File: src/rtl/adder_pipe.sv
// Pipelined two's-complement adder/subtractor: one WIDTH/STAGES-bit slice resolved per stage,
// carry registered between stages, valid/ready stream handshake, registered cout/ovf/zero flags.
module adder_pipe #(
   parameter int unsigned WIDTH  = 32,
   parameter int unsigned STAGES = 4
) (
   input  logic             clk,
   input  logic             reset_n,
   input  logic             in_valid,
   output logic             in_ready,
   input  logic [WIDTH-1:0] A,
   input  logic [WIDTH-1:0] B,
   input  logic             sub,
   output logic             out_valid,
   input  logic             out_ready,
   output logic [WIDTH-1:0] S,
   output logic             cout,
   output logic             ovf,
   output logic             zero
);

   localparam int unsigned K = WIDTH / STAGES;

   logic             adv;
   logic [WIDTH-1:0] b_eff;

   // Subtraction is A + ~B + 1; the +1 enters as carry-in to slice 0.
   assign b_eff = sub ? ~B : B;

   for (genvar s = 0; s < STAGES; s++) begin : g_stage
      // Operand bits not yet consumed when entering this stage, and result bits produced so far.
      localparam int unsigned InW  = WIDTH - s * K;
      localparam int unsigned SumW = (s + 1) * K;

      logic [InW-1:0]  a_in;
      logic [InW-1:0]  b_in;
      logic            c_in;
      logic            v_in;
      logic [K:0]      slice;
      logic [SumW-1:0] sum_d;
      logic [SumW-1:0] sum_q;
      logic            c_q;
      logic            v_q;

      if (s == 0) begin : g_first
         assign a_in  = A;
         assign b_in  = b_eff;
         assign c_in  = sub;
         assign v_in  = in_valid;
         assign sum_d = slice[K-1:0];
      end else begin : g_rest
         assign a_in  = g_stage[s-1].g_fwd.a_q;
         assign b_in  = g_stage[s-1].g_fwd.b_q;
         assign c_in  = g_stage[s-1].c_q;
         assign v_in  = g_stage[s-1].v_q;
         assign sum_d = {slice[K-1:0], g_stage[s-1].sum_q};
      end

      assign slice = {1'b0, a_in[K-1:0]} + {1'b0, b_in[K-1:0]} + {{K{1'b0}}, c_in};

      // Bubbles are captured like real beats so every slot moves in lockstep.
      always_ff @(posedge clk or negedge reset_n) begin
         if (!reset_n) begin
            sum_q <= '0;
            c_q   <= 1'b0;
            v_q   <= 1'b0;
         end else if (adv) begin
            sum_q <= sum_d;
            c_q   <= slice[K];
            v_q   <= v_in;
         end
      end

      if (s < STAGES - 1) begin : g_fwd
         logic [InW-K-1:0] a_q;
         logic [InW-K-1:0] b_q;

         always_ff @(posedge clk or negedge reset_n) begin
            if (!reset_n) begin
               a_q <= '0;
               b_q <= '0;
            end else if (adv) begin
               a_q <= a_in[InW-1:K];
               b_q <= b_in[InW-1:K];
            end
         end
      end else begin : g_last
         logic ovf_q;
         logic zero_q;

         // Top slice still carries the operand sign bits, so overflow is resolved here.
         always_ff @(posedge clk or negedge reset_n) begin
            if (!reset_n) begin
               ovf_q  <= 1'b0;
               zero_q <= 1'b0;
            end else if (adv) begin
               ovf_q  <= (a_in[K-1] == b_in[K-1]) && (sum_d[SumW-1] != a_in[K-1]);
               zero_q <= (sum_d == '0);
            end
         end
      end
   end

   assign out_valid = g_stage[STAGES-1].v_q;
   assign S         = g_stage[STAGES-1].sum_q;
   assign cout      = g_stage[STAGES-1].c_q;
   assign ovf       = g_stage[STAGES-1].g_last.ovf_q;
   assign zero      = g_stage[STAGES-1].g_last.zero_q;

   assign adv      = out_ready || !out_valid;
   assign in_ready = adv;

endmodule
File: config.mk
export PLATFORM = sky130hd
export DESIGN_NAME = adder_pipe
export DESIGN_NICKNAME = d
export VERILOG_FILES = /design/src/rtl/adder_pipe.sv
export SDC_FILE = /design/constraint.sdc
export NUM_CORES = 1
export LEC_CHECK = 0
export ABC_AREA = 1
export BUFFER_PORTS_ARGS = -buffer_cell sky130_fd_sc_hd__buf_2
export CAP_MARGIN = 20
export CORE_MARGIN = 4
export CORE_UTILIZATION = 53
export CTS_CLUSTER_DIAMETER = 30
export DETAILED_ROUTE_END_ITERATION = 8
export GPL_TIMING_DRIVEN = 1
export PLACE_DENSITY = 0.74
export SETUP_SLACK_MARGIN = 0.05
export SYNTH_ARGS = -nofsm -noshare
export SYNTH_HDL_FRONTEND = slang
export SYNTH_SLANG_ARGS = --single-unit
File: constraint.sdc
create_clock -name clk -period 5.2 [get_ports clk]
set_clock_uncertainty 0.2 [all_clocks]
set_input_delay 0.78 -clock clk [delete_from_list [all_inputs] [get_ports clk]]
set_output_delay 0.78 -clock clk [all_outputs]
set_load 0.03 [all_outputs]
==> run metrics <==
detailed-route via count=6420; Initial Utilization=54.4%; post-detailed-route via-to-cell ratio=4.89; cell at the root of the clock tree=clkbuf_16; VDD IR max=0.000451 V; Std-Cell Rows=46; crit path time final=2.78 ns; clock buffers created by TritonCTS=17; biggest cell delay along the critical path=0.71 ns; Final Instance Count excl. Fillers=1312; clock tree from TritonCTS=built; status=complete, no violations; Period Utilization, post-route=53.4%; power density over cell area=632 nW/um^2; ANT cells=0; type of element capturing the critical path=flip-flop; CTS hold repair buffers=0; count of cell types in the netlist=26; endpoint required time on the critical path=around 5.3 ns; Static Leak=5.15 nW; CTS clk-pin slew, worst paths=0.07 ns; post-synthesis sequential area ratio=53.7%; kind of start point of the critical path=input port; post-synthesis cell count=999; remaining global-route overflow=0; Worst Max-Slew Pin Slew=1.06 ns; setup slack after layout=2.42 ns; antenna violations before repair=0; post-route ant nets=0; number of max-slew violations in the final report=0; ratio of cells with drive above 1 in the final layout=roughly an eighth; mean post-synth cell area=around 8.7 um^2; post-CTS setup buffer count=0; IO Pins=106; Fmax achieved=360 MHz; die span in x=136 um; latest clock arrival within the worst-skew pair=0.42 ns; number of detailed-route iterations in the first pass=4; aggregate routed wire length=17300 um; most frequent cell on the critical path=nand3_1; setup-violating endpoint count in the final report=0; number of nets at the end of the flow=between 1000 and 1500; largest driver fanout on the critical path=32; overall die area=18500 um^2; cell breakdown of the critical path=buf_2 -> xor2_1 -> fa_1 -> nand4_1 -> nand3_1 -> or2_2 -> nand3_1 -> o21ai_0; Post-Syn Nets=1103; number of global-route vias before repair=6178; height of the die=roughly 140 um; first-pass GRT wire length=just under 30000 um; Max Cap Viol=0; routability-driven placement congestion ratio=approximately 0.85; hold crit path type=in -> async; Min Hold Slack=0.240 ns; number of instances resized during post-cts repair=0; area overhead of the layout relative to synthesis=12.8%; maximum level of the CTS H-tree=4; setup_tns=0 ns; critical path's slowest cell=buf_2; worst setup slack after placement=1.98 ns; unrepaired setup endpoints after global routing=false; DRC violation count after routing=0; Slew headroom=29.4%; maximum number of pins on one net before global-route repair=162; final hold violation count=0; placed cells=~1300; total track usage=20.0%; Util after Layout=61.3%; DRC marker count from the first detailed-route iteration=417; final routed wire length divided by cell count=roughly 13 um; critical path type=in -> reg; YS warnings=0; data arrival time of the critical path=2.85 ns; Max Buffers Root-to-Sink=2; placed wire-length estimate after detailed placement=11800 um; sinks on the clock net=186; cell area after synthesis=8670 um^2; number of storage elements in the synthesis netlist=about 190; area of the core=15900 um^2; Port Buffers=105
[registers in the layout, summed over array words and instances, names as in the netlist]
register,cells
S,32
cout,1
g_stage.c_q,3
g_stage.g_fwd.a_q,48
g_stage.g_fwd.b_q,48
g_stage.sum_q,48
g_stage.v_q,3
out_valid,1
ovf,1
zero,1
[kinds of logic after synthesis]
group | share of synthesized area (%)
AO/OA/AOI/OAI | 7.46
XOR/XNOR | 4.35
adder cells (fa/ha/maj) | 5.66
buffers and inverters | 6.37
flip-flops | 53.7
AND/OR/NAND/NOR | 22.5
[worst paths after layout]
| path | slack, ns | depth (start not counted) | to | from |
|---|---|---|---|---|
| setup / recovery | 2.42 | 8 | g_stage[0].sum_q[6] | sub |
| setup reg to reg | 2.45 | 9 | zero | out_valid |
| max in group asynchronous | 3.39 | 2 | S[6] | reset_n |
| hold / removal | 0.24 | 1 | g_stage[0].g_fwd.a_q[18] | reset_n |
| min in group clk | 0.26 | 2 | out_valid | g_stage[2].v_q |
| hold reg to reg | 0.26 | 2 | out_valid | g_stage[2].v_q |
[synth_stat cells]
library cell | n | share of area (%)
clkbuf_1 | 12 | 0.52
nand3_1 | 22 | 1.3
dfrtp_1 | 186 | 54
a21oi_1 | 15 | 0.87
nor3_1 | 1 | 0.058
o21ai_1 | 1 | 0.058
inv_6 | 1 | 0.10
a31oi_1 | 9 | 0.65
buf_2 | 17 | 0.98
or2_1 | 1 | 0.072
inv_1 | 67 | 2.9
or2_2 | 3 | 0.22
a22oi_1 | 2 | 0.17
xnor2_1 | 25 | 2.5
ha_1 | 28 | 4.0
xor2_1 | 18 | 1.8
nand2_1 | 425 | 18
o21a_1 | 1 | 0.087
nor2_1 | 35 | 1.5
nand4_1 | 8 | 0.58
buf_6 | 13 | 1.7
fa_1 | 7 | 1.6
o21bai_1 | 3 | 0.26
nand3b_1 | 4 | 0.35
buf_4 | 2 | 0.17
o21ai_0 | 93 | 5.4
[layer usage]
| layer | wire, um | GRT usage [%] | vias to the layer above | share of wire (%) |
|---|---|---|---|---|
| li1 | - | - | 3309 | - |
| met1 | 8840 | 30.4 | 2971 | 51 |
| met2 | 7420 | 29.1 | 119 | 43 |
| met3 | 714 | 3.48 | 21 | 4.1 |
| met4 | 323 | 6.66 | 0 | 1.9 |
| met5 | 0 | 0 | - | 0 |
[per-stage QoR]
stage	total power, W	cell area, um^2
after floorplan	0.00433	8670
after global placement	0.00489	9220
after detailed placement	0.00497	9220
after CTS	0.00623	9780
after global routing	0.00673	9780
final	0.00618	9780
[power breakdown]
group | switching, W | internal, W | total [W]
combinational | 0.00161 | 0.000869 | 0.00248
clock | 0.000540 | 0.000697 | 0.00124
sequential | 0.000375 | 0.00209 | 0.00246
total | 0.00253 | 0.00366 | 0.00618
[cell usage in the layout (no fill, tap or decap), drive strengths merged]
cell      count
or2           4
inv          71
o21ai        94
nand2       425
nor3          1
buf         110
fa            7
clkinvlp      2
nand3        22
nor2         35
xor2         18
xnor2        25
nand3b        4
a31oi         9
clkbuf       21
clkinv        4
ha           28
bufinv        1
dfrtp       186
o21a          1
a21oi        15
a22oi         2
nand4         8
o21bai        3
[layout make-up]
type                            count  area, um^2
Tap cell                          216         270
Fill cell                        1405        6160
Clock buffer                       21         470
Multi-Input combinational cell    701        3460
Timing Repair Buffer              110         569
Clock inverter                     10        91.3
Sequential cell                   186        4650
Inverter                           68         260
[worst max-delay path: cells and delay by family]
family,cells,cell delay [ns]
AND/OR/NAND/NOR,4,0.54
AO/OA/AOI/OAI,1,0.09
buffers and inverters,1,0.71
XOR/XNOR,1,0.23
adder cells (fa/ha/maj),1,0.49
(Power assumes the default switching activity.)
